`config.mk`:
```
export PLATFORM = sky130hd
export DESIGN_NAME = uart_word_receiver_flat
export DESIGN_NICKNAME = d
export VERILOG_FILES = /design/src/rtl/uart_pkg.sv /design/src/rtl/uart_word_receiver_if.sv /design/src/rtl/uart_tx_byte.sv /design/src/rtl/uart_word_receiver.sv /design/src/flat_wrapper.sv
export SDC_FILE = /design/constraint.sdc
export NUM_CORES = 1
export LEC_CHECK = 0
export CORE_MARGIN = 2
export CORE_UTILIZATION = 53
export CTS_BUF_LIST = sky130_fd_sc_hd__clkbuf_2
export DETAILED_ROUTE_END_ITERATION = 6
export HOLD_SLACK_MARGIN = 0.1
export PLACE_DENSITY_LB_ADDON = 0.2
export SETUP_SLACK_MARGIN = 0.2
export SKIP_CTS_REPAIR_TIMING = 1
export SLEW_MARGIN = 30
export SYNTH_ARGS = -nofsm -noshare
export SYNTH_HDL_FRONTEND = slang
export SYNTH_SLANG_ARGS = --single-unit
```
`constraint.sdc`:
```
create_clock -name clk -period 2.3 [get_ports clk]
set_clock_uncertainty 0.2 [all_clocks]
set_input_delay 0.23 -clock clk [delete_from_list [all_inputs] [get_ports clk]]
set_output_delay 0.23 -clock clk [all_outputs]
set_load 0.005 [all_outputs]
```
`src/rtl/uart_pkg.sv`:
```
`timescale 1ns/1ps
// Shared state types, the default acknowledgement byte and the baud-divider helper
// used by the UART word receiver and its byte transmitter.
package uart_pkg;

  typedef enum logic [1:0] {
    RX_IDLE,
    RX_START,
    RX_DATA,
    RX_STOP
  } rx_state_t;

  typedef enum logic [1:0] {
    TX_IDLE,
    TX_START,
    TX_DATA,
    TX_STOP
  } tx_state_t;

  localparam logic [7:0] UART_ACK_DEFAULT = 8'b11001100;

  // Clock cycles per UART bit; integer division truncates toward the faster rate.
  function automatic int calcBitCycles(input int clkFreq, input int baudRate);
    return clkFreq / baudRate;
  endfunction

endpackage

```
`src/rtl/uart_word_receiver_if.sv`:
```
`timescale 1ns/1ps
// Valid/ready word channel between the UART receiver (master, produces words)
// and the memory loader (slave, consumes them).
interface uart_word_receiver_if #(
  parameter int DATA_WIDTH = 16
) ();

  logic [DATA_WIDTH-1:0] data;
  logic                  data_valid;
  logic                  data_ready;

  modport master (
    output data,
    output data_valid,
    input  data_ready
  );

  modport slave (
    input  data,
    input  data_valid,
    output data_ready
  );

endinterface

```
`src/rtl/uart_tx_byte.sv`:
```
`timescale 1ns/1ps
// Single-byte UART transmitter: start bit, UART_WIDTH data bits LSB first, one stop bit.
// A start request is taken only while idle; busy_o covers the whole frame.
module uart_tx_byte
  import uart_pkg::*;
#(
  parameter int BIT_CYCLES = 217,
  parameter int UART_WIDTH = 8
) (
  input  logic                  clk,
  input  logic                  rstN,
  input  logic                  start_i,
  input  logic [UART_WIDTH-1:0] data_i,
  output logic                  busy_o,
  output logic                  tx_o
);

  localparam int CNT_W = (BIT_CYCLES > 1) ? $clog2(BIT_CYCLES) : 1;
  localparam int IDX_W = (UART_WIDTH > 1) ? $clog2(UART_WIDTH) : 1;
  localparam logic [CNT_W-1:0] BIT_LAST = CNT_W'(BIT_CYCLES - 1);
  localparam logic [IDX_W-1:0] IDX_LAST = IDX_W'(UART_WIDTH - 1);

  tx_state_t             state_q;
  logic [CNT_W-1:0]      cnt_q;
  logic [IDX_W-1:0]      bitIdx_q;
  logic [UART_WIDTH-1:0] shift_q;
  logic                  tx_q;

  always_ff @(posedge clk or negedge rstN) begin
    if (!rstN) begin
      state_q  <= TX_IDLE;
      cnt_q    <= '0;
      bitIdx_q <= '0;
      shift_q  <= '0;
      tx_q     <= 1'b1;
    end else begin
      case (state_q)
        TX_IDLE: begin
          if (start_i) begin
            shift_q <= data_i;
            tx_q    <= 1'b0;
            cnt_q   <= '0;
            state_q <= TX_START;
          end
        end
        TX_START: begin
          if (cnt_q == BIT_LAST) begin
            cnt_q    <= '0;
            tx_q     <= shift_q[0];
            shift_q  <= shift_q >> 1;
            bitIdx_q <= '0;
            state_q  <= TX_DATA;
          end else begin
            cnt_q <= cnt_q + 1'b1;
          end
        end
        TX_DATA: begin
          if (cnt_q == BIT_LAST) begin
            cnt_q <= '0;
            if (bitIdx_q == IDX_LAST) begin
              tx_q    <= 1'b1;
              state_q <= TX_STOP;
            end else begin
              tx_q     <= shift_q[0];
              shift_q  <= shift_q >> 1;
              bitIdx_q <= bitIdx_q + 1'b1;
            end
          end else begin
            cnt_q <= cnt_q + 1'b1;
          end
        end
        TX_STOP: begin
          if (cnt_q == BIT_LAST) begin
            cnt_q   <= '0;
            state_q <= TX_IDLE;
          end else begin
            cnt_q <= cnt_q + 1'b1;
          end
        end
        default: state_q <= TX_IDLE;
      endcase
    end
  end

  assign busy_o = (state_q != TX_IDLE);
  assign tx_o   = tx_q;

endmodule

```
`src/rtl/uart_word_receiver.sv`:
```
`timescale 1ns/1ps
// Receives UART bytes, packs NBYTES of them into one word (first byte in the low bits),
// offers the word over valid/ready and answers each accepted word with an ACK byte.
module uart_word_receiver
  import uart_pkg::*;
#(
  parameter int                    CLK_FREQ   = 50_000_000,
  parameter int                    BAUD_RATE  = 230400,
  parameter int                    UART_WIDTH = 8,
  parameter int                    DATA_WIDTH = 16,
  parameter logic [UART_WIDTH-1:0] UART_ACK   = UART_WIDTH'(UART_ACK_DEFAULT)
) (
  input  logic                 clk,
  input  logic                 rstN,
  input  logic                 rx,
  output logic                 tx,
  uart_word_receiver_if.master bus,
  output logic                 framing_error,
  output logic                 overrun
);

  localparam int BIT_CYCLES  = calcBitCycles(CLK_FREQ, BAUD_RATE);
  localparam int HALF_CYCLES = BIT_CYCLES / 2;
  localparam int NBYTES      = DATA_WIDTH / UART_WIDTH;
  localparam int CNT_W       = (BIT_CYCLES > 1) ? $clog2(BIT_CYCLES) : 1;
  localparam int IDX_W       = (UART_WIDTH > 1) ? $clog2(UART_WIDTH) : 1;
  localparam int BC_W        = (NBYTES > 1) ? $clog2(NBYTES) : 1;
  localparam logic [CNT_W-1:0] BIT_LAST   = CNT_W'(BIT_CYCLES - 1);
  localparam logic [CNT_W-1:0] HALF_LAST  = CNT_W'(HALF_CYCLES - 1);
  localparam logic [IDX_W-1:0] IDX_LAST   = IDX_W'(UART_WIDTH - 1);
  localparam logic [BC_W-1:0]  BYTES_LAST = BC_W'(NBYTES - 1);

  logic                  rxMeta_q, rxSync_q;
  rx_state_t             rxState_q;
  logic [CNT_W-1:0]      rxCnt_q;
  logic [IDX_W-1:0]      rxIdx_q;
  logic [UART_WIDTH-1:0] rxShift_q;
  logic [BC_W-1:0]       byteCnt_q;
  logic [DATA_WIDTH-1:0] wordBuf_q;
  logic                  wordDone_q;
  logic                  framingError_q;
  logic                  breakWait_q;

  logic [DATA_WIDTH-1:0] data_q, data_d;
  logic                  valid_q, valid_d;
  logic                  overrun_q, overrun_d;
  logic                  pending_q, pending_d;
  logic                  ackReq, startTx, txBusy;

  // Two-flop synchronizer; resets to the idle line level so reset never looks like a start bit.
  always_ff @(posedge clk or negedge rstN) begin
    if (!rstN) begin
      rxMeta_q <= 1'b1;
      rxSync_q <= 1'b1;
    end else begin
      rxMeta_q <= rx;
      rxSync_q <= rxMeta_q;
    end
  end

  // After a framing error the line may sit low (break); breakWait_q holds IDLE until it returns high.
  always_ff @(posedge clk or negedge rstN) begin
    if (!rstN) begin
      rxState_q      <= RX_IDLE;
      rxCnt_q        <= '0;
      rxIdx_q        <= '0;
      rxShift_q      <= '0;
      byteCnt_q      <= '0;
      wordBuf_q      <= '0;
      wordDone_q     <= 1'b0;
      framingError_q <= 1'b0;
      breakWait_q    <= 1'b0;
    end else begin
      wordDone_q     <= 1'b0;
      framingError_q <= 1'b0;
      case (rxState_q)
        RX_IDLE: begin
          if (breakWait_q) begin
            if (rxSync_q) breakWait_q <= 1'b0;
          end else if (!rxSync_q) begin
            rxCnt_q   <= '0;
            rxState_q <= RX_START;
          end
        end
        RX_START: begin
          if (rxCnt_q == HALF_LAST) begin
            rxCnt_q   <= '0;
            rxIdx_q   <= '0;
            rxState_q <= rxSync_q ? RX_IDLE : RX_DATA;
          end else begin
            rxCnt_q <= rxCnt_q + 1'b1;
          end
        end
        RX_DATA: begin
          if (rxCnt_q == BIT_LAST) begin
            rxCnt_q   <= '0;
            rxShift_q <= {rxSync_q, rxShift_q[UART_WIDTH-1:1]};
            if (rxIdx_q == IDX_LAST) rxState_q <= RX_STOP;
            else                     rxIdx_q   <= rxIdx_q + 1'b1;
          end else begin
            rxCnt_q <= rxCnt_q + 1'b1;
          end
        end
        RX_STOP: begin
          if (rxCnt_q == BIT_LAST) begin
            rxCnt_q   <= '0;
            rxState_q <= RX_IDLE;
            if (rxSync_q) begin
              wordBuf_q <= {rxShift_q, wordBuf_q[DATA_WIDTH-1:UART_WIDTH]};
              if (byteCnt_q == BYTES_LAST) begin
                byteCnt_q  <= '0;
                wordDone_q <= 1'b1;
              end else begin
                byteCnt_q <= byteCnt_q + 1'b1;
              end
            end else begin
              framingError_q <= 1'b1;
              byteCnt_q      <= '0;
              breakWait_q    <= 1'b1;
            end
          end else begin
            rxCnt_q <= rxCnt_q + 1'b1;
          end
        end
        default: rxState_q <= RX_IDLE;
      endcase
    end
  end

  // A word finishing on the consume edge counts as accepted, so ready frees the slot early.
  always_comb begin
    ackReq    = wordDone_q && (!valid_q || bus.data_ready);
    startTx   = !txBusy && (pending_q || ackReq);
    data_d    = data_q;
    valid_d   = valid_q;
    overrun_d = 1'b0;
    pending_d = pending_q;
    if (wordDone_q) begin
      if (ackReq) begin
        data_d  = wordBuf_q;
        valid_d = 1'b1;
      end else begin
        overrun_d = 1'b1;
      end
    end else if (valid_q && bus.data_ready) begin
      valid_d = 1'b0;
    end
    if (ackReq && (txBusy || pending_q)) pending_d = 1'b1;
    else if (startTx)                    pending_d = 1'b0;
  end

  always_ff @(posedge clk or negedge rstN) begin
    if (!rstN) begin
      data_q    <= '0;
      valid_q   <= 1'b0;
      overrun_q <= 1'b0;
      pending_q <= 1'b0;
    end else begin
      data_q    <= data_d;
      valid_q   <= valid_d;
      overrun_q <= overrun_d;
      pending_q <= pending_d;
    end
  end

  uart_tx_byte #(
    .BIT_CYCLES (BIT_CYCLES),
    .UART_WIDTH (UART_WIDTH)
  ) u_ackTx (
    .clk     (clk),
    .rstN    (rstN),
    .start_i (startTx),
    .data_i  (UART_ACK),
    .busy_o  (txBusy),
    .tx_o    (tx)
  );

  assign bus.data       = data_q;
  assign bus.data_valid = valid_q;
  assign framing_error  = framingError_q;
  assign overrun        = overrun_q;

endmodule

```
`src/flat_wrapper.sv`:
```
// flat-port wrapper written by rule: the top's interface ports become plain ports
module uart_word_receiver_flat import uart_pkg::*;
#(
  parameter int                    CLK_FREQ   = 50_000_000,
  parameter int                    BAUD_RATE  = 230400,
  parameter int                    UART_WIDTH = 8,
  parameter int                    DATA_WIDTH = 16,
  parameter logic [UART_WIDTH-1:0] UART_ACK   = UART_WIDTH'(UART_ACK_DEFAULT)
)
  (clk, rstN, rx, tx, framing_error, overrun, bus_data, bus_data_valid, bus_data_ready);
  uart_word_receiver_if #(.DATA_WIDTH(DATA_WIDTH)) bus_i ();
  input  logic clk;
  input  logic rstN;
  input  logic rx;
  output logic tx;
  output logic framing_error;
  output logic overrun;
  output wire logic [$bits(bus_i.data)-1:0] bus_data;
  output wire logic [$bits(bus_i.data_valid)-1:0] bus_data_valid;
  input wire logic [$bits(bus_i.data_ready)-1:0] bus_data_ready;
  assign bus_data = bus_i.data;
  assign bus_data_valid = bus_i.data_valid;
  assign bus_i.data_ready = bus_data_ready;
  uart_word_receiver #(.CLK_FREQ(CLK_FREQ), .BAUD_RATE(BAUD_RATE), .UART_WIDTH(UART_WIDTH), .DATA_WIDTH(DATA_WIDTH), .UART_ACK(UART_ACK)) u_core (.clk(clk), .rstN(rstN), .rx(rx), .tx(tx), .bus(bus_i), .framing_error(framing_error), .overrun(overrun));
endmodule
```
==> results.sh, run 1 <==
export IMPL_status="finished clean"
export IMPL_rows=30
export IMPL_synth_simple_gate_area_share_pct=12.4
export IMPL_yosys_warnings=0
export IMPL_grt_overflow=0
export IMPL_synth_cell_types=48
export IMPL_initialDrtViolationCount=64
export IMPL_reg2reg_slack_ns=0.12
export IMPL_synth_compound_area_share_pct=10.1
export IMPL_num_vias=2549
export IMPL_grt_pass1_wl_microns=11000
export IMPL_syn_nets=351
export IMPL_ir_drop_mv=0.348
export IMPL_fin_ws_ns=0.124
export IMPL_cp_num_buf_inv=1
export IMPL_syn_avg_cell_area_sq_um=11.5
export IMPL_p_total_mw=2.36
export IMPL_die_w_microns=88.5
export IMPL_post_route_util_pct=66.5
export IMPL_wire_per_inst_microns=14.4
export IMPL_fillers=500
export IMPL_power_switching_mw=0.586
export IMPL_dpl_hpwl_microns=4380
export IMPL_synthFlopType="dfrtp_1"
export IMPL_antenna_found_initial=0
export IMPL_port_buffers=23
export IMPL_final_common_cell="dfrtp_1"
export IMPL_rsz0062_at_grt="true"
export IMPL_p_clk_share_pct=34.9
export IMPL_synthArstFlopShare_pct=100
export IMPL_fin_nets=400
export IMPL_drv_cap=0
export IMPL_synth_top_family_by_area="multiplexers"
export IMPL_final_cell_mix="dfrtp_1, mux2_2, nand2_1, o21ai_0, clkdlybuf4s50_1"
export IMPL_leakage_nw=2.20
export IMPL_ant_nets=0
export IMPL_ys_seq_elements=84
export IMPL_die_h_microns=88.5
export IMPL_synth_edf_count=0
export IMPL_synthMuxAreaShare_pct=12.5
export IMPL_slew_viol_final=0
export IMPL_clk_pin_slew_ns=0.25
export IMPL_slew_headroom_pct=66.4
export IMPL_clock_latency_ns=0.55
export IMPL_worstPathRequired_ns=2.55
export IMPL_cts_root_buffer="clkbuf_2"
export IMPL_gp_congestion=0.836
export IMPL_cts_made_buffers=9
export IMPL_pre_cts_slack_ns=0.121
export IMPL_finalHoldViolations=0
export IMPL_htreeDepth=3
export IMPL_clock_sinks=84
export IMPL_crit_fanout=8
export IMPL_synthCells=329
export IMPL_reg2reg_depth=6
export IMPL_cp_end_kind="register"
export IMPL_switching_share_pct=24.8
export IMPL_worstPathCellList="or3b_4 -> o21ba_1 -> or4b_4 -> buf_4 -> nand2_1 -> o21ai_1"
export IMPL_pin_count=24
export IMPL_vias_per_cell=5.32
export IMPL_tightestPinTransition_ns=0.500
export IMPL_cts_tree="yes"
export IMPL_crit_type="reg2reg"
export IMPL_fin_crit_sh_pct=94.6
export IMPL_timing_hold_ws_ns=0.172
export IMPL_worstReg2RegStart="u_core.u_ackTx.cnt_q[5]"
export IMPL_max_clock_freq_mhz=460
export IMPL_crit_cells=6
export IMPL_worstSetupEndpoint="u_core.u_ackTx.shift_q[3]"
export IMPL_core_area_sq_um=6870
export IMPL_area_growth_syn_to_layout_pct=20.8
export IMPL_critPathMaxStageDelay_ns=0.51
export IMPL_worstReg2RegEnd="u_core.u_ackTx.shift_q[3]"
export IMPL_setup_viol=0
export IMPL_power_density_nw_per_um2=516
export IMPL_antenna_cells=0
export IMPL_fin_crit_ns=2.18
export IMPL_ys_seq_area_share_pct=55.7
export IMPL_syn_cell_area_sq_um=3780
export IMPL_timing_setup_tns_ns=0
export IMPL_dr_pass1_iters=4
export IMPL_die_area_sq_um=7830
export IMPL_seqPwrFrac_pct=63.0
export IMPL_share_comb_of_total_power_pct=2.1
export IMPL_drive_above_1_share_pct=27.4
export IMPL_synthXorXnorAreaFrac_pct=0.695
export IMPL_grt_max_degree=37
export IMPL_slowest_stage="or4b_4"
export IMPL_wirelength_microns=6880
export IMPL_grt_pass1_vias=2408
export IMPL_clockBufferDepth=2
export IMPL_worstPathArrival_ns=2.43
export IMPL_start_util_pct=55.1
export IMPL_start_kind="register"
export IMPL_crit_start="u_core.u_ackTx.cnt_q[5]"
export IMPL_drc_errors=0
export IMPL_hold_class="reg2reg"
export IMPL_grt_usage_pct=18.2
export IMPL_internal_power_mw=1.77
export IMPL_crit_family="simple AND/OR/NAND/NOR gates"
export IMPL_synthAdderAreaFrac_pct=5.95
==> metal layers <==
layer | vias up | share of wire (%) | track usage, %
met3 | 6 | 2.7 | 3.73
met2 | 33 | 49 | 29.0
met1 | 1260 | 47 | 24.0
met5 | - | 0 | 0
met4 | 0 | 0.94 | 8.68
li1 | 1250 | - | -
==> cell families after synthesis <==
| logic type | after synthesis |
|---|---|
| buffers and inverters | 25 |
| DFF | 84 |
| and+or+nand+nor | 95 |
| AOI/OAI and AO/OA | 62 |
| xor gates and xnor gates | 3 |
| adders and majority gates | 18 |
| muxes | 42 |
==> power by group through the flow <==
| stage | sequential, mW | combinational [mW] | clock (mW) |
|---|---|---|---|
| after detailed placement | 1.51 | 0.0414 | 0 |
| final | 1.49 | 0.0484 | 0.823 |
| after global placement | 1.51 | 0.0410 | 0 |
| after floorplan | 1.51 | 0.00275 | 0 |
| after CTS | 1.49 | 0.0413 | 0.840 |
| after global routing | 1.49 | 0.0556 | 0.915 |
==> sequential cells by signal (all words and copies together) (netlist names), named ones only <==
name                     cells
u_core.breakWait_q           1
u_core.wordBuf_q            16
u_core.u_ackTx.tx_o          1
u_core.framing_error         1
u_core.pending_q             1
u_core.bus.data             16
u_core.rxIdx_q               3
u_core.byteCnt_q             1
u_core.bus.data_valid        1
u_core.rxSync_q              1
u_core.rxCnt_q               8
u_core.wordDone_q            1
u_core.rxShift_q             8
u_core.rxMeta_q              1
u_core.u_ackTx.cnt_q         8
u_core.u_ackTx.bitIdx_q      3
u_core.rxState_q             1
u_core.overrun               1
u_core.u_ackTx.state_q       2
u_core.u_ackTx.shift_q       8
==> worst min-delay path by stage <==
stage / end / start / cells after the start / slack (ns)
after floorplan: asynchronous set/reset pin / rstN / 0 / -0.27
after global placement: u_core.u_ackTx.bitIdx_q[1] / rstN / 1 / 0.01
after detailed placement: u_core.u_ackTx.bitIdx_q[0] / rstN / 1 / 0.02
after CTS: u_core.rxShift_q[4] / rstN / 1 / -0.62
after global routing: u_core.rxSync_q / u_core.rxMeta_q / 0 / 0.18
final: u_core.rxSync_q / u_core.rxMeta_q / 0 / 0.17
==> cell usage after synthesis (2+ instances only) <==
cell / number / area [sq um]
ha_1: 18 / 225
buf_2: 2 / 10.0
o311ai_0: 2 / 17.5
nor2_1: 15 / 56.3
or3_1: 3 / 18.8
nor3_1: 2 / 10.0
inv_1: 15 / 56.3
xor2_1: 2 / 17.5
nand3_1: 17 / 85.1
and3_1: 2 / 12.5
dfrtp_1: 81 / 2030
or4b_1: 2 / 20.0
o21bai_1: 2 / 15.0
nand2_1: 36 / 135
a31oi_1: 2 / 12.5
o21ai_2: 2 / 17.5
clkbuf_1: 7 / 26.3
o31ai_1: 2 / 15.0
a21o_1: 3 / 22.5
dfstp_2: 3 / 78.8
o21ai_1: 7 / 35.0
nand2b_1: 5 / 31.3
mux2_2: 41 / 462
o21ai_0: 22 / 110
a21oi_1: 10 / 50.1
nor2b_1: 4 / 25.0
==> metrics by stage <==
step	instance area, sq um	cells
finish	4570	479
global route	4570	479
CTS	4330	467
detailed placement	4210	451
global placement	4210	451
floorplan	3780	329
==> cell type report <==
cell class / count / area [sq um] / share of cell area (%)
Inverter: 15 / 56.3 / 1.23
Clock buffer: 9 / 45.0 / 0.986
Timing Repair Buffer: 48 / 502 / 11.0
Multi-Input combinational cell: 220 / 1660 / 36.3
Clock inverter: 7 / 81.3 / 1.78
Tap cell: 96 / 120 / 2.63
Sequential cell: 84 / 2110 / 46.1
(Power assumes the default switching activity.)
==> inputs of run 2 (changes only) <==
--- a/config.mk
+++ b/config.mk
@@ -11,6 +11,7 @@
 export DETAILED_ROUTE_END_ITERATION = 6
 export HOLD_SLACK_MARGIN = 0.1
 export PLACE_DENSITY_LB_ADDON = 0.2
+export RECOVER_POWER = 50
 export SETUP_SLACK_MARGIN = 0.2
 export SKIP_CTS_REPAIR_TIMING = 1
 export SLEW_MARGIN = 30
==> run 2 against run 1 <==
  * Wire length barely moved
  * Non-clock buffer count did not move
  * Via count fell by 0.39%
  * Global-route usage did not move
  * Sequential power barely moved
  * Sequential cell count did not move
  * Die area did not move
  * Total power fell by 0.38%
  * Count of clock-buffer cells in the layout did not move
  * Worst hold slack barely moved
  * Combinational power fell by 18%
  * First-iteration DRC count rose by 11%
  * Critical endpoint unchanged
  * Largest power group unchanged
==> results.sh, run 2 (synthesis results as in run 1) <==
export IMPL_status="finished clean"
export IMPL_gp_congestion=0.836
export IMPL_setup_viol=0
export IMPL_timing_hold_ws_ns=0.172
export IMPL_reg2reg_depth=6
export IMPL_cts_root_buffer="clkbuf_2"
export IMPL_htreeDepth=3
export IMPL_initialDrtViolationCount=71
export IMPL_num_vias=2539
export IMPL_p_total_mw=2.35
export IMPL_fin_area_sq_um=4520
export IMPL_clk_pin_slew_ns=0.25
export IMPL_cp_end_kind="register"
export IMPL_area_growth_syn_to_layout_pct=19.6
export IMPL_wirelength_microns=6880
export IMPL_grt_overflow=0
export IMPL_layoutNonFillerInstCount=479
export IMPL_crit_type="reg2reg"
export IMPL_grt_usage_pct=18.2
export IMPL_fin_crit_sh_pct=94.5
export IMPL_place_area_sq_um=4210
export IMPL_die_area_sq_um=7830
export IMPL_final_common_cell="dfrtp_1"
export IMPL_port_buffers=23
export IMPL_die_w_microns=88.5
export IMPL_power_density_nw_per_um2=519
export IMPL_timing_setup_tns_ns=0
export IMPL_ir_drop_mv=0.348
export IMPL_clock_latency_ns=0.54
export IMPL_antenna_found_initial=0
export IMPL_ant_nets=0
export IMPL_leakage_nw=2.18
export IMPL_dr_pass1_iters=7
export IMPL_grt_pass1_wl_microns=11000
export IMPL_pre_cts_slack_ns=0.121
export IMPL_dpl_hpwl_microns=4380
export IMPL_drive_above_1_share_pct=26.4
export IMPL_post_route_util_pct=65.9
export IMPL_holdPathStages=0
export IMPL_grt_pass1_vias=2408
export IMPL_vias_per_cell=5.30
export IMPL_crit_fanout=8
export IMPL_start_util_pct=55.1
export IMPL_wire_per_inst_microns=14.4
export IMPL_rows=30
export IMPL_antenna_cells=0
export IMPL_drv_cap=0
export IMPL_pin_count=24
export IMPL_die_h_microns=88.5
export IMPL_rsz0062_at_grt="true"
export IMPL_slew_headroom_pct=41.9
export IMPL_fin_crit_ns=2.17
export IMPL_cts_tree="yes"
export IMPL_fillers=506
export IMPL_dp_cells=451
export IMPL_slew_viol_final=0
export IMPL_cts_made_buffers=9
export IMPL_worstPathRequired_ns=2.55
export IMPL_grt_max_degree=37
export IMPL_hold_class="reg2reg"
export IMPL_fin_ws_ns=0.126
export IMPL_fin_nets=400
export IMPL_core_area_sq_um=6870
export IMPL_final_cell_mix="dfrtp_1, mux2_2, nand2_1, o21ai_0, clkdlybuf4s50_1"
export IMPL_clockBufferDepth=2
export IMPL_tightestPinTransition_ns=0.871
export IMPL_start_kind="register"
export IMPL_finalHoldViolations=0
export IMPL_worstPathArrival_ns=2.42
export IMPL_clock_sinks=84
export IMPL_max_clock_freq_mhz=460
export IMPL_drc_errors=0
[run 2: changes by cell type in the layout (fill, tap and decap cells not counted), sizes merged]
cell           delta
buf               -6
clkbuf            +6
clkdlybuf4s50     -1
dlygate4sd3       +1
[run 2: report_power, final]
| group | switching (mW) | internal, mW | total, mW |
|---|---|---|---|
| combinational | 0.0310 | 0.00857 | 0.0396 |
| sequential | 0.00289 | 1.48 | 1.49 |
| clock | 0.551 | 0.272 | 0.823 |
| total | 0.585 | 1.76 | 2.35 |
[run 2: routing by layer]
layer	wire length (microns)	GRT usage, %
met5	0	0
met1	3290	24.0
met3	152	3.73
met4	112	8.68
met2	3330	29.0
[run 2: worst paths after layout]
kind | startpoint | endpoint | slack (ns)
setup / recovery | u_core.u_ackTx.cnt_q[5] | u_core.u_ackTx.shift_q[3] | 0.13
hold / removal | u_core.rxMeta_q | u_core.rxSync_q | 0.17
setup reg to reg | u_core.u_ackTx.cnt_q[5] | u_core.u_ackTx.shift_q[3] | 0.13
hold reg to reg | u_core.rxMeta_q | u_core.rxSync_q | 0.17
max in group asynchronous | rstN | u_core.u_ackTx.cnt_q[5] | 0.24
min in group asynchronous | rstN | u_core.rxMeta_q | 0.77
[run 2: cell type report]
cell class	count	area, sq um	share of cell area, %
clock buffer	9	45.0	0.996
multi-input combinational	220	1660	36.6
tap	96	120	2.65
clock inverter	7	81.3	1.80
timing repair buffer	48	458	10.1
inverter	15	56.3	1.24
sequential	84	2110	46.6
[run 2: critical path: stages (launching register included)]
cell and delay (ns):
dfrtp_2 0.50, or3b_4 0.39, o21ba_1 0.20, or4b_4 0.51, buf_4 0.19, nand2_1 0.06, o21ai_1 0.05
==> inputs of run 3 (changes only) <==
==> constraint.sdc (replaced) <==
create_clock -name clk -period 1.78 [get_ports clk]
set_clock_uncertainty 0.2 [all_clocks]
set_input_delay 0.178 -clock clk [delete_from_list [all_inputs] [get_ports clk]]
set_output_delay 0.178 -clock clk [all_outputs]
set_load 0.005 [all_outputs]
==> run 3 against run 2 <==
  * The flow now finishes with violations (negative setup slack)
  * Critical path depth stayed put
  * Sequential share of layout area is 6.2 points lower
  * Core utilization up 10 points
  * Largest power group unchanged
==> results.sh, run 3 (synthesis results as in run 1) <==
export IMPL_pin_count=24
export IMPL_clock_sinks=84
export IMPL_grt_pass1_vias=2623
export IMPL_fin_area_sq_um=5220
export IMPL_finalHoldViolations=0
export IMPL_cp_end_kind="register"
export IMPL_fin_crit_sh_pct=120
export IMPL_crit_type="reg2reg"
export IMPL_start_util_pct=55.1
export IMPL_clk_pin_slew_ns=0.24
export IMPL_worstPathArrival_ns=2.38
export IMPL_layoutNonFillerInstCount=532
export IMPL_grt_pass1_wl_microns=12100
export IMPL_antenna_found_initial=0
export IMPL_power_density_nw_per_um2=564
export IMPL_drv_cap=0
export IMPL_clock_latency_ns=0.53
export IMPL_vias_per_cell=5.39
export IMPL_fin_nets=453
export IMPL_core_area_sq_um=6870
export IMPL_htreeDepth=3
export IMPL_ir_drop_mv=0.330
export IMPL_antenna_cells=0
export IMPL_dp_cells=494
export IMPL_die_area_sq_um=7830
export IMPL_area_growth_syn_to_layout_pct=37.9
export IMPL_tightestPinTransition_ns=0.896
export IMPL_cts_root_buffer="clkbuf_2"
export IMPL_status="finished with violations"
export IMPL_wire_per_inst_microns=15.5
export IMPL_fin_ws_ns=-0.355
export IMPL_setup_viol=59
export IMPL_ant_nets=0
export IMPL_rsz0062_at_grt="true"
export IMPL_pre_cts_slack_ns=-0.330
export IMPL_rows=30
export IMPL_grt_max_degree=35
export IMPL_hold_class="reg2reg"
export IMPL_cts_tree="yes"
export IMPL_die_h_microns=88.5
export IMPL_dpl_hpwl_microns=5060
export IMPL_drc_errors=0
export IMPL_dr_pass1_iters=5
export IMPL_num_vias=2870
export IMPL_grt_usage_pct=20.1
export IMPL_start_kind="register"
export IMPL_final_common_cell="dfrtp_1"
export IMPL_met3_usage_pct=6.16
export IMPL_initialDrtViolationCount=149
export IMPL_fin_crit_ns=2.13
export IMPL_wirelength_microns=8220
export IMPL_worstPathRequired_ns=2.03
export IMPL_drive_above_1_share_pct=47.2
export IMPL_place_area_sq_um=4710
export IMPL_clockBufferDepth=2
export IMPL_slew_headroom_pct=40.3
export IMPL_violations="negative setup slack"
export IMPL_max_clock_freq_mhz=468
export IMPL_final_cell_mix="dfrtp_1, buf_4, nand2_1, mux2_2, o21ai_1"
export IMPL_leakage_nw=2.64
export IMPL_grt_busiest_layer="met2"
export IMPL_slew_viol_final=0
export IMPL_gp_congestion=0.817
export IMPL_port_buffers=23
export IMPL_p_total_mw=2.94
export IMPL_grtUsageMet1_pct=25.4
export IMPL_crit_fanout=8
export IMPL_use_met2_pct=34.5
export IMPL_grt_overflow=0
export IMPL_timing_hold_ws_ns=0.178
export IMPL_cts_made_buffers=9
export IMPL_die_w_microns=88.5
==> run 3: changes by cell type in the layout (fill, tap and decap cells not counted), sizes merged <==
cell | previous run | this run
clkbuf | 17 | 21
dlymetal6s2s | 1 | 7
clkinvlp | 0 | 1
bufinv | 1 | 0
nand3 | 17 | 19
buf | 15 | 75
inv | 19 | 20
clkdlybuf4s50 | 20 | 1
clkinv | 2 | 1
==> run 3: final timing paths <==
| path | slack [ns] | cells after the start | endpoint | startpoint |
|---|---|---|---|---|
| max reg2reg | -0.35 | 6 | u_core.u_ackTx.shift_q[7] | u_core.u_ackTx.cnt_q[2] |
| min | 0.18 | 0 | u_core.rxSync_q | u_core.rxMeta_q |
| min reg2reg | 0.18 | 0 | u_core.rxSync_q | u_core.rxMeta_q |
| min in group asynchronous | 0.58 | 3 | u_core.u_ackTx.cnt_q[3] | rstN |
| max | -0.35 | 6 | u_core.u_ackTx.shift_q[7] | u_core.u_ackTx.cnt_q[2] |
| max in group asynchronous | 0.04 | 4 | u_core.rxSync_q | rstN |
==> run 3: worst max-delay path: stages (launching register included) <==
cell     delay [ns]
dfrtp_1        0.43
or3b_4         0.42
o21ba_1        0.22
or4b_4         0.51
buf_6          0.16
nand2_1        0.08
o21ai_2        0.05
==> run 3: through the flow <==
stage	utilization (%)	TNS, ns
after global placement	68.5	-7.42
final	75.9	-9.30
after global routing	75.9	-15.65
after floorplan	-	-4.79
after detailed placement	68.5	-9.22
after CTS	70.1	-11.41
==> run 3: routing by layer <==
layer  routed length (microns)  up-vias  part of all wire [%]
met5                         0        -                     0
met4                        89        0                   1.1
met3                       263       11                   3.2
met2                      4450       50                    54
met1                      3430     1451                    42
li1                          -     1358                     -
==> run 3: cell type report <==
type	count	area [sq um]
Inverter	15	56.3
Sequential cell	84	2110
Clock buffer	9	45.0
Timing Repair Buffer	99	868
Clock inverter	7	65.1
Multi-Input combinational cell	222	1950
Tap cell	96	120
Fill cell	451	1650
==> run 3: report_power, final <==
| part | switching (mW) | internal (mW) |
|---|---|---|
| Sequential | 0.00690 | 1.92 |
| Combinational | 0.0389 | 0.0175 |
| Clock | 0.734 | 0.224 |
| Total | 0.780 | 2.16 |
==> patch 1: new RTL, settings of run 2 <==
Encoding of `rx_state_t`: now Gray code (2 bits for 4 states).
--- a/src/rtl/uart_pkg.sv
+++ b/src/rtl/uart_pkg.sv
@@ -5,8 +5,8 @@
 
   typedef enum logic [1:0] {
-    RX_IDLE,
-    RX_START,
-    RX_DATA,
-    RX_STOP
+    RX_IDLE  = 2'b00,
+    RX_START = 2'b01,
+    RX_DATA  = 2'b11,
+    RX_STOP  = 2'b10
   } rx_state_t;
 
Function: no difference found for any inputs over 10 cycles, from zero or initial values and one cycle with rstN low; not proved beyond that.
==> patch 1 against run 2 <==
Routed wire length increased by 3.2%. Area after synthesis increased by 3.2%. Maximum frequency increased by 0.46%. Design area increased by 1.3%. Hold slack improved by 0.0017 ns. Worst setup slack improved by 0.010 ns. Sequential cell count unchanged. Total power decreased by 6.9%.
==> patch 1: results (changes against run 2) <==
pg_comb_uw: 39.7  # about the same
status: "finished, final reports clean"
crit_end: "u_core.wordBuf_q[4]"
synth_xor_area_share_pct: 0.449  # -0.25 points
grt_max_degree: 51  # +38%
max_stage_delay_ns: 0.46  # -0.05 ns
place.gp.congestion: 0.828  # -0.92%
dp_cells: 454  # +0.67%
synth_area_leaders: "dfrtp_1 (52%), mux2_2 (10%), mux2_4 (4.6%)"
switching_share_pct: 25.1  # +0.24 points
crit_start: "u_core.rxCnt_q[1]"
synthMuxAreaShare_pct: 16.5  # +4.1 points
nNonClkInverters: 16  # +1
clk_pin_slew_ns: 0.22  # -0.03 ns
rr_endpoint: "u_core.wordBuf_q[4]"
fill_cells: 585  # +16%
grt_usage_pct: 17.7  # -0.49 points
nets: 399  # -0.25%
worstSkewPairLatency_ns: 0.51  # -0.03 ns
grt_pass1_vias: 2459  # +2.1%
reg2reg_depth: 7  # +1
routedWlPerCell_microns: 14.6  # +1.9%
multi_input_area_share_pct: 37.0  # +0.42 points
seq_cells: 84  # unchanged
regArea_sq_um: 2110  # about the same
synth_commonest_cells: "dfrtp_1 (81), mux2_2 (36), nand2_1 (32), inv_1 (16), nor2_1 (14)"
buffers: 55  # +15%
first_iter_violations: 77  # +8.5%
hpwl_microns: 4740  # +8.2%
syn_nets: 346  # -1.4%
arrival_ns: 2.37  # -0.05 ns
leakagePower_nw: 2.29  # +5.0%
## patch 1: cell count changes in the layout (fill, tap and decap cells not counted), moves of 4 or more
cell	change
a22o_1	+6
buf_4	+8
ha_1	-6
mux2_4	+8
mux2i_1	+5
nand3_1	-4
nor3_1	+6
o21ai_0	-9
o21ai_1	-7
o22ai_1	+5
## patch 1: metal layers
layer  vias up  routed length, microns  track usage [%]
li1       1272                       -                -
met1      1295                    3380             24.3
met2        38                    3460             28.7
met3         8                     187             3.35
met4         0                      73             6.03
met5         -                       0                0
## patch 1: stage by stage
step | hold WS [ns] | area (sq um) | total power, mW | worst slack [ns]
3_3_place_gp | 0.0198 | 4320 | 1.55 | 0.153
3_5_place_dp | 0.0199 | 4320 | 1.55 | 0.0941
6_report | 0.174 | 4580 | 2.19 | 0.136
5_1_grt | 0.182 | 4580 | 2.29 | 0.0754
2_1_floorplan | -0.266 | 3910 | 1.51 | 0.143
4_1_cts | -0.601 | 4410 | 2.22 | 0.0445
==> patch 2: new RTL, settings of run 2 <==
Made on the original files. `UART_WIDTH` is set to 8 in 3 places; all go to 4.
--- a/src/rtl/uart_tx_byte.sv
+++ b/src/rtl/uart_tx_byte.sv
@@ -6,5 +6,5 @@
 #(
   parameter int BIT_CYCLES = 217,
-  parameter int UART_WIDTH = 8
+  parameter int UART_WIDTH = 4
 ) (
   input  logic                  clk,
--- a/src/rtl/uart_word_receiver.sv
+++ b/src/rtl/uart_word_receiver.sv
@@ -7,5 +7,5 @@
   parameter int                    CLK_FREQ   = 50_000_000,
   parameter int                    BAUD_RATE  = 230400,
-  parameter int                    UART_WIDTH = 8,
+  parameter int                    UART_WIDTH = 4,
   parameter int                    DATA_WIDTH = 16,
   parameter logic [UART_WIDTH-1:0] UART_ACK   = UART_WIDTH'(UART_ACK_DEFAULT)
--- a/src/flat_wrapper.sv
+++ b/src/flat_wrapper.sv
@@ -4,5 +4,5 @@
   parameter int                    CLK_FREQ   = 50_000_000,
   parameter int                    BAUD_RATE  = 230400,
-  parameter int                    UART_WIDTH = 8,
+  parameter int                    UART_WIDTH = 4,
   parameter int                    DATA_WIDTH = 16,
   parameter logic [UART_WIDTH-1:0] UART_ACK   = UART_WIDTH'(UART_ACK_DEFAULT)
Check against the original RTL: same outputs for any inputs over 10 cycles, from zero or initial values and one cycle with rstN low; that may be too few to reach the edited logic, so the function may still have changed.
==> patch 2 against run 2 <==
Non-clock buffer count shrank 7. Sequential share of layout area grew 0.22 points. Worst setup slack gained 0.054 ns. Design area shrank 11%. Sequential cell count shrank 9. Routed wire length shrank 15%. Core utilization shrank 2.6 points. Global-route usage shrank 0.23 points. Critical path type unchanged. Total power shrank 15%. Critical endpoint unchanged. Maximum frequency grew 2.5%. Area after synthesis shrank 8.5%.
==> patch 2: results (changes against run 2) <==
worstMarginPinSlew_ns: 0.903  # +0.0323 ns
clockBufferCount: 9  # unchanged
num-multi-input-gates: 193  # -12%
leakagePower_nw: 1.93  # -11%
clk_share_pct: 2.40  # -0.40 points
worstSkewPairLatency_ns: 0.52  # -0.02 ns
wl_met3_microns: 185  # +22%
synth-seq-cells: 75  # -11%
slowest_stage: "dfrtp_1"
use_met2_pct: 28.1  # -0.92 points
buf_share_pct: 9.18  # -0.94 points
die_area_sq_um: 7190  # -8.1%
drt_wl_total_microns: 5860  # -15%
first_iter_violations: 85  # +20%
reg2reg_depth: 6  # unchanged
fin_ws_ns: 0.180  # +0.0539 ns
max_stage_delay_ns: 0.48  # -0.03 ns
dpl-instance-area_sq_um: 3820  # -9.2%
critical-path-top-delay-family: "compound AO/OA/AOI/OAI gates"
clk_pin_slew_ns: 0.22  # -0.03 ns
hpwl_microns: 3940  # -10%
grt_pass1_vias: 2311  # -4.0%
multi_input_area_share_pct: 37.5  # +0.84 points
place.gp.congestion: 0.817  # -2.2%
post_drt_via_cell_ratio: 5.52  # +4.2%
seq_area_frac_synth_pct: 54.3  # -1.4 points
synthDistinctLibCells: 49  # +2.1%
dp_slack_ns: 0.141  # +0.0204 ns
use_met1_pct: 24.3  # +0.33 points
nets: 355  # -11%
syn_nets: 312  # -11%
regArea_sq_um: 1880  # -11%
nNonClkInverters: 19  # +4
fill_cells: 511  # +0.99%
utilization_pct: 63.3  # -2.6 points
p_int_mw: 1.48  # -16%
grt_pass1_wl_microns: 10400  # -5.6%
ir_drop_mv: 0.482  # +39%
antenna_cells: 0  # unchanged
drt_first_pass_iters: 4  # -3
crit_path_max_fanout: 6  # -2
dp_cells: 396  # -12%
arrival_ns: 2.33  # -0.09 ns
met1_length_microns: 2910  # -11%
buffers: 41  # -15%
holdWs_ns: 0.175  # +0.00331 ns
synth_area_leaders: "dfrtp_1 (52%), mux2_2 (13%), ha_1 (4.3%)"
drive_gt1_share_pct: 25.6  # -0.79 points
status: "finished, final reports clean"
[patch 2: kinds of logic (layout without fill, tap and decap cells)]
kind of cell | count (synthesis) | after routing | synth area share [%]
compound gates | 52 | 52 | 9.83
buf+inv | 28 | 76 | 3.40
flops | 75 | 75 | 54.3
xor+xnor | 3 | 3 | 0.759
mux | 46 | 46 | 15.0
fa+ha+maj | 12 | 12 | 4.34
simple gates | 80 | 80 | 12.4
[patch 2: power groups by stage]
| stage | registers (mW) | logic [mW] | clock network, mW |
|---|---|---|---|
| 3_5_place_dp | 1.35 | 0.0377 | 0 |
| 2_1_floorplan | 1.35 | 0.00383 | 0 |
| 4_1_cts | 1.33 | 0.0378 | 0.661 |
| 5_1_grt | 1.33 | 0.0476 | 0.715 |
| 3_3_place_gp | 1.35 | 0.0373 | 0 |
| 6_report | 1.33 | 0.0399 | 0.633 |
